### src/rtl/uart_tx_arbiter_pkg.sv
// Shared constants, state encoding and pointer helper for the UART transmit arbiter.
package uart_tx_arbiter_pkg;

  localparam int UART_DBIT           = 8;
  localparam int TIMEOUT_CYC_DEFAULT = 200000;

  typedef enum logic [1:0] {
    ARB_IDLE  = 2'd0,
    ARB_START = 2'd1,
    ARB_BUSY  = 2'd2,
    ARB_HOLD  = 2'd3
  } arb_state_e;

  // Round-robin successor of idx among n requesters.
  function automatic int rr_next(input int idx, input int n);
    return (idx + 1 >= n) ? 0 : idx + 1;
  endfunction

endpackage

### src/rtl/uart_tx_arbiter_rr_priority_picker.sv
// Combinational round-robin picker: first set req bit at or after ptr, wrapping.
module rr_priority_picker #(
  parameter int N_REQ = 2
) (
  input  logic [N_REQ-1:0]         req_i,
  input  logic [$clog2(N_REQ)-1:0] ptr_i,
  output logic [N_REQ-1:0]         gnt_o,
  output logic [$clog2(N_REQ)-1:0] idx_o
);

  localparam int PW = $clog2(N_REQ);

  int   pos;
  logic found;

  always_comb begin
    gnt_o = '0;
    idx_o = '0;
    found = 1'b0;
    pos   = 0;
    for (int k = 0; k < N_REQ; k++) begin
      pos = int'(ptr_i) + k;
      if (pos >= N_REQ) pos = pos - N_REQ;
      if (!found && req_i[pos]) begin
        gnt_o[pos] = 1'b1;
        idx_o      = PW'(pos);
        found      = 1'b1;
      end
    end
  end

endmodule

### src/rtl/uart_tx_arbiter.sv
// Shares one UART transmitter among N_REQ byte producers: round-robin grant,
// optional multi-byte frame lock, and a watchdog that aborts a missing tx_done.
module uart_tx_arbiter
  import uart_tx_arbiter_pkg::*;
#(
  parameter int N_REQ       = 2,
  parameter int DBIT        = UART_DBIT,
  parameter int TIMEOUT_CYC = TIMEOUT_CYC_DEFAULT
) (
  input  logic                  clk_i,
  input  logic                  reset_ni,
  input  logic [N_REQ-1:0]      req_valid_i,
  input  logic [N_REQ*DBIT-1:0] req_data_i,
  input  logic [N_REQ-1:0]      req_last_i,
  output logic [N_REQ-1:0]      req_ready_o,
  output logic                  tx_start_o,
  output logic [DBIT-1:0]       tx_data_o,
  input  logic                  tx_done_i,
  output logic [N_REQ-1:0]      grant_o,
  output logic                  busy_o,
  output logic                  timeout_err_o,
  input  logic                  err_clr_i
);

  localparam int PW = $clog2(N_REQ);
  localparam int WW = (TIMEOUT_CYC > 2) ? $clog2(TIMEOUT_CYC) : 1;
  localparam logic [WW-1:0] WDOG_LIMIT = WW'(TIMEOUT_CYC - 1);

  arb_state_e        state_q, state_d;
  logic [PW-1:0]     rr_ptr_q, rr_ptr_d;
  logic [PW-1:0]     owner_q, owner_d;
  logic [N_REQ-1:0]  grant_q, grant_d;
  logic [DBIT-1:0]   tx_data_q, tx_data_d;
  logic              lock_q, lock_d;
  logic [WW-1:0]     wdog_q, wdog_d;
  logic              err_q, err_d;
  logic              err_set;

  logic [N_REQ-1:0]  pick_gnt;
  logic [PW-1:0]     pick_idx;
  logic [PW-1:0]     ptr_after;
  logic [DBIT-1:0]   pick_dat;
  logic [DBIT-1:0]   own_dat;

  rr_priority_picker #(
    .N_REQ (N_REQ)
  ) u_picker (
    .req_i (req_valid_i),
    .ptr_i (rr_ptr_q),
    .gnt_o (pick_gnt),
    .idx_o (pick_idx)
  );

  assign ptr_after = PW'(rr_next(int'(owner_q), N_REQ));
  assign pick_dat  = req_data_i[int'(pick_idx)*DBIT +: DBIT];
  assign own_dat   = req_data_i[int'(owner_q)*DBIT +: DBIT];

  always_comb begin
    state_d     = state_q;
    rr_ptr_d    = rr_ptr_q;
    owner_d     = owner_q;
    grant_d     = grant_q;
    tx_data_d   = tx_data_q;
    lock_d      = lock_q;
    wdog_d      = wdog_q;
    err_set     = 1'b0;
    req_ready_o = '0;

    unique case (state_q)
      ARB_IDLE: begin
        req_ready_o = pick_gnt;
        if (|req_valid_i) begin
          tx_data_d = pick_dat;
          grant_d   = pick_gnt;
          owner_d   = pick_idx;
          lock_d    = ~req_last_i[pick_idx];
          state_d   = ARB_START;
        end
      end
      ARB_START: begin
        wdog_d  = '0;
        state_d = ARB_BUSY;
      end
      ARB_BUSY: begin
        // tx_done takes priority over a watchdog expiry in the same cycle
        if (tx_done_i) begin
          if (lock_q) begin
            state_d = ARB_HOLD;
          end else begin
            rr_ptr_d = ptr_after;
            grant_d  = '0;
            state_d  = ARB_IDLE;
          end
        end else if (wdog_q == WDOG_LIMIT) begin
          err_set  = 1'b1;
          lock_d   = 1'b0;
          rr_ptr_d = ptr_after;
          grant_d  = '0;
          state_d  = ARB_IDLE;
        end else if (wdog_q != '1) begin
          wdog_d = wdog_q + WW'(1);
        end
      end
      ARB_HOLD: begin
        req_ready_o = grant_q & req_valid_i;
        if (req_valid_i[owner_q]) begin
          tx_data_d = own_dat;
          lock_d    = ~req_last_i[owner_q];
          state_d   = ARB_START;
        end
      end
      default: state_d = ARB_IDLE;
    endcase

    err_d = err_set | (err_q & ~err_clr_i);
  end

  always_ff @(posedge clk_i) begin
    if (!reset_ni) begin
      state_q   <= ARB_IDLE;
      rr_ptr_q  <= '0;
      owner_q   <= '0;
      grant_q   <= '0;
      tx_data_q <= '0;
      lock_q    <= 1'b0;
      wdog_q    <= '0;
      err_q     <= 1'b0;
    end else begin
      state_q   <= state_d;
      rr_ptr_q  <= rr_ptr_d;
      owner_q   <= owner_d;
      grant_q   <= grant_d;
      tx_data_q <= tx_data_d;
      lock_q    <= lock_d;
      wdog_q    <= wdog_d;
      err_q     <= err_d;
    end
  end

  assign tx_start_o    = (state_q == ARB_START);
  assign tx_data_o     = tx_data_q;
  assign grant_o       = grant_q;
  assign busy_o        = (state_q != ARB_IDLE);
  assign timeout_err_o = err_q;

endmodule

### config.mk
export PLATFORM = sky130hd
export DESIGN_NAME = uart_tx_arbiter
export DESIGN_NICKNAME = d
export VERILOG_FILES = /design/src/rtl/uart_tx_arbiter_pkg.sv /design/src/rtl/uart_tx_arbiter_rr_priority_picker.sv /design/src/rtl/uart_tx_arbiter.sv
export SDC_FILE = /design/constraint.sdc
export NUM_CORES = 1
export LEC_CHECK = 0
export ABC_AREA = 1
export BUFFER_PORTS_ARGS = -buffer_cell sky130_fd_sc_hd__buf_2
export CORE_ASPECT_RATIO = 1.4
export CORE_MARGIN = 1.5
export CORE_UTILIZATION = 45
export DETAILED_ROUTE_END_ITERATION = 12
export PLACE_DENSITY = 0.74
export SLEW_MARGIN = 20
export SYNTH_ARGS = -nofsm -noshare
export SYNTH_HDL_FRONTEND = slang
export SYNTH_SLANG_ARGS = --single-unit
### constraint.sdc
create_clock -name clk_i -period 4.4 [get_ports clk_i]
set_input_delay 0.88 -clock clk_i [delete_from_list [all_inputs] [get_ports clk_i]]
set_output_delay 0.88 -clock clk_i [all_outputs]
set_load 0.01 [all_outputs]
======== Word level (Yosys, flattened, before mapping) ========
Index checks and enable logic that the tools add are counted.
W data, S select, Z words.
storage, ports and cells
  bits in registers ....................... 34
  output and inout bits ................... 15
  word-level logic and storage cells ...... 117
  input bits .............................. 24
operators by class
  muxes and demuxes ....................... 53
  bitwise operators ....................... 7
  eq/ne operators ......................... 14
  shift operators ......................... 2
  $add $sub $neg .......................... 5
  reduce and logical (&&, ||, !) cells .... 19
  $lt $le $gt $ge ......................... 9
operators by type and width
  cell                     count
  $ge A32 B1 Y1 const B    2
  $lt A32 B3 Y1 const B    2
  $mux W32                 2
  $mux W18                 3
  $pmux W18 S2             1
  $ge A32 B3 Y1 const B    1
  $shiftx A16 B5 Y8        2
  $sub A32 B3 Y32 const B  1
  $mux W1                  28
  $mux W2                  10
  $add A18 B1 Y18 const B  1
  $eq A18 B18 Y1 const B   1
  $ne A18 B18 Y1 const B   1
  $mux W8                  2
  $pmux W8 S2              1
  $ne A2 B2 Y1 const B     7
  $reduce_bool A2 Y1       5
  $reduce_and A3 Y1        3
  $pmux W2 S2              2
  $pmux W2 S4              1
  $reduce_and A4 Y1        2
  $ne A3 B3 Y1 const B     2
  $reduce_and A5 Y1        1
  $add A1 B1 Y2 const B    2
  other kinds (19)         26

======== Longest topological paths before layout ========
  depth in word-level cells ............... 14
  gate-level depth with buffers ........... 12
  depth with buffers taken out ............ 11

======== Modules after synthesis ========
From an unflattened synthesis, not the netlist that was laid out.
unflattened totals
  cells, all modules ...................... 397
  area, all modules ....................... 2,358.5 um^2
by module, submodules not included
  module              sequential area each (um^2)  area an instance (um^2)  cells an instance  times used
  uart_tx_arbiter     680.7                        2,329.7                  392                1
  rr_priority_picker  0.0                          28.8                     5                  1

======== Least setup slack after synthesis ========
OpenSTA, ideal clock, no wires.
  path type ............................... input-to-output
  start point ............................. input port req_valid_i[1]
  end point ............................... output port req_ready_o[1]
  buffers on the path ..................... 0
  slack ................................... 2,144 ps
  cell stages on the path ................. 4
  required time ........................... 3,520 ps
  arrival time ............................ 1,376 ps
  path through ............................ inv_1 a21oi_1 nand2_1 a21oi_1
between the ends
  longest elaborated chain between the ends .. 8
  elaborated cells between the ends (all ways) .. 14
  classes of those cells .................. mux: 10; bitwise: 2; reduce/logical: 2
ends and longest elaborated chain
  item                                        RTL line                                  text
  start, declared                             uart_tx_arbiter.sv:12                     input logic [N_REQ-1:0] req_valid_i,
  $mux W1 (implied by the code) (3 in a row)  uart_tx_arbiter_rr_priority_picker.sv:24  if (!found && req_i[pos]) begin
  $mux W1                                     uart_tx_arbiter_rr_priority_picker.sv:24
  $logic_not A1 Y1                            uart_tx_arbiter_rr_priority_picker.sv:24
  $logic_and A1 B1 Y1                         uart_tx_arbiter_rr_priority_picker.sv:24
  $mux W2                                     uart_tx_arbiter_rr_priority_picker.sv:24
  $pmux W2 S2 (*)                             uart_tx_arbiter.sv:69                     unique case (state_q)
  end, declared                               uart_tx_arbiter.sv:15                     output logic [N_REQ-1:0] req_ready_o,
Every way passes the cells marked *; elsewhere a longest branch is shown, timed or not. The select of a mux whose other input is x is not followed.

======== Final worst setup path ========
  start point ............................. input port req_valid_i[0]
  end point ............................... output port req_ready_o[1]
between the ends
  longest elaborated chain between the ends .. 8
  elaborated cells between the ends (all ways) .. 13
  classes of those cells .................. mux: 10; bitwise: 1; reduce/logical: 2
ends and longest elaborated chain
  item                                        RTL line
  $mux W1 (implied by the code) (3 in a row)  uart_tx_arbiter_rr_priority_picker.sv:24
  $mux W1                                     uart_tx_arbiter_rr_priority_picker.sv:24
  $logic_not A1 Y1                            uart_tx_arbiter_rr_priority_picker.sv:24
  $logic_and A1 B1 Y1                         uart_tx_arbiter_rr_priority_picker.sv:24
  $mux W2 (*)                                 uart_tx_arbiter_rr_priority_picker.sv:24
  $pmux W2 S2 (*)                             uart_tx_arbiter.sv:69
Marks and branches as above.

==> results.toml <==
[run_status]
status = "complete, no violations"

[synthesis]
synth_area_leaders = "dfxtp_1 30%, nand2_1 18%, nand3_1 11%"
syn_nets = 404
yosys_register_bits = 34
synth_top_area_share_pct = 29.9
synth_compound_area_share_pct = 7.85
avgSynthCellArea_sq_um = 6.08
synthArstFlopShare_pct = 0
synth_most_common_cell = "nand2_1"
synth_mux_area_share_pct = 0
synth_warnings = 0
synth_area_sq_um = 2280
syn_inst = 375
ys_seq_area_share_pct = 29.9
synth_commonest_cells = "109 x nand2_1, 56 x nor2_1, 49 x inv_1, 49 x nand3_1, 34 x dfxtp_1"
ys.flop_type = "dfxtp_1"
yosys.area_share.simple_pct = 46.9
ys_types = 31
synth_area_leader_cell = "dfxtp_1"
synth_fa_ha_area_share_pct = 2.74
synth_edf_count = 0
synth_top_family_by_area = "simple AND/OR/NAND/NOR gates"
synthXorXnorAreaFrac_pct = 0.768

[timing]
fin_ws_ns = 1.89
drv_slew = 0
maxSlewHeadroom_pct = 56.5
finalCritPeriodShare_pct = 56.9
setup_violations = 0
fmax_mhz = 399
finalSetupTns_ns = 0
rsz0062_at_grt = "no"
period_needed_ns = 2.51
finalHoldViolations = 0
finalClockSkew_ns = 0.00572
fin_hold_ws_ns = 0.473
tightest_slew_ns = 0.653

[floorplan]
die_height_um = 87.2
num_rows = 30
coreArea_sq_um = 4880
start_util_pct = 46.7
die_w_um = 63.2
die_area_sq_um = 5510
io_pins = 39

[drt]
drt-wirelength-per-cell_um = 10.9
antenna_left = 0
drc = 0
via_per_inst = 4.96
num_vias = 2350
wirelength_um = 5190
dr.pass1.iters = 5
drt_first_iter_violations = 85

[clock_network]
clk_pin_slew_ns = 0.07
htreeDepth = 2
numCtsBuffers = 5
clockBufferDepth = 2
clock_sinks = 34
hold_buffers = 0
postCtsResizedCells = 0
cts_tree = "built"
cts_root_buf = "clkbuf_8"
cts_setup_buffers = 0
clock_latency_ns = 0.29

[worst_setup_path]
crit-reg2reg-launch = "state_q[0]"
path_max_fanout = 6
crit_end = "req_ready_o[1]"
timing.reg2reg.setup_slack_ns = 2.05
worst_r2r_path_depth = 9
timing_worst_setup_path_type = "primary input to output pin"
worstReg2RegEnd = "wdog_q[14]"
start_kind = "primary input"
cp.required_ns = 3.52
end_kind = "output pin"
cp_data_arrival_time_ns = 1.63
critPathLaunch = "req_valid_i[0]"

[run]
drv.max_cap_violation_count = 0

[placement]
place_area_sq_um = 2470
io_buffers = 38
place_congestion = 0.889
hpwl_um = 3820
pre_cts_ws_ns = 1.91

[global_routing]
grt_use_total_pct = 20.1
grt_pass1_wl_um = 8990
first_global_vias = 2229
grt_max_degree = 26
overflow = 0
antenna_found_initial = 0

[hold_path]
hold_class = "flop to flop"

[layout]
antennaDiodeCount = 0
stdcell_area_sq_um = 2570
final_util_pct = 52.6
layout-drive-gt1-share_pct = 15.6
area_growth_pct = 12.7
final_nets = 438

[power]
power_density_nw_per_um2 = 528
ir_drop_mv = 0.487
cellLeakagePower_uw = 0.00119
-- layout make-up --
type | instances | area, sq um
sequential | 34 | 681
timing repair buffer | 38 | 190
multi-input combinational | 278 | 1330
clock inverter | 2 | 12.5
clock buffer | 6 | 82.6
tap | 64 | 80.1
inverter | 52 | 195
fill | 526 | 2310
-- critical path, cell delays in order --
cell and delay [ns]:
buf_2 0.13, a21oi_1 0.23, nand2_1 0.11, a21oi_1 0.13
buf_2 0.14
-- report_power, final --
| group | leakage, uW | total (uW) | internal, uW | switching, uW |
|---|---|---|---|---|
| clock | 0.0000472 | 245 | 126 | 119 |
| combinational | 0.000868 | 659 | 233 | 426 |
| sequential | 0.000278 | 451 | 393 | 58.3 |
-- cell usage in the layout (no fill, tap or decap) --
master | synthesis | layout
xnor2_1 | 1 | 1
nor2_1 | 56 | 56
a21oi_2 | 1 | 1
o21bai_1 | 1 | 1
o21ai_0 | 4 | 4
inv_1 | 49 | 49
clkinv_2 | 0 | 1
nand3_2 | 1 | 1
clkinvlp_4 | 0 | 1
clkinv_1 | 2 | 2
nor3_1 | 3 | 3
inv_2 | 1 | 1
or2_2 | 1 | 1
nand2_1 | 109 | 109
nand2_2 | 4 | 4
ha_1 | 5 | 5
a21oi_1 | 15 | 15
clkbuf_8 | 0 | 6
o21a_1 | 1 | 1
nand2_4 | 2 | 2
nand3_1 | 49 | 49
nor2_2 | 4 | 4
nor2_4 | 3 | 3
dfxtp_1 | 34 | 34
and2_0 | 1 | 1
xor2_1 | 1 | 1
buf_2 | 4 | 38
nand4_2 | 1 | 1
nor3b_1 | 3 | 3
nand4_1 | 4 | 4
o211ai_1 | 8 | 8
-- sequential cells by signal, summed over array words and instances (netlist names) --
name / flops
rr_ptr_q: 1
owner_q: 1
state_q: 2
grant_o: 2
tx_data_o: 8
timeout_err_o: 1
wdog_q: 18
lock_q: 1
-- metal layers --
layer	vias up	global-route usage, %	routed length (um)
li1	1246	-	-
met1	1032	22.0	2250
met2	61	37.8	2610
met3	11	3.23	206
met4	0	9.09	127
met5	-	0	0
-- stage by stage --
step	instances	total power [uW]
floorplan	375	980
global placement	466	1110
detailed placement	466	1110
CTS	474	1360
global route	474	1480
finish	474	1360
-- worst min path at each step --
stage             startpoint       endpoint  slack, ns  cells past startpoint
2_1_floorplan         lock_q         lock_q       0.45                      2
3_3_place_gp   timeout_err_o  timeout_err_o       0.45                      2
3_5_place_dp   timeout_err_o  timeout_err_o       0.47                      2
4_1_cts        timeout_err_o  timeout_err_o       0.48                      2
5_1_grt        timeout_err_o  timeout_err_o       0.51                      2
6_report       timeout_err_o  timeout_err_o       0.47                      2
-- cells by family (layout without fill, tap and decap cells) --
| kind of cell | count (synthesis) | after routing |
|---|---|---|
| fa+ha+maj | 5 | 5 |
| xor+xnor | 2 | 2 |
| compound gates | 30 | 30 |
| buf+inv | 63 | 98 |
| simple gates | 241 | 241 |
| flops | 34 | 34 |
Note: power is estimated with default switching activity, not from simulation.
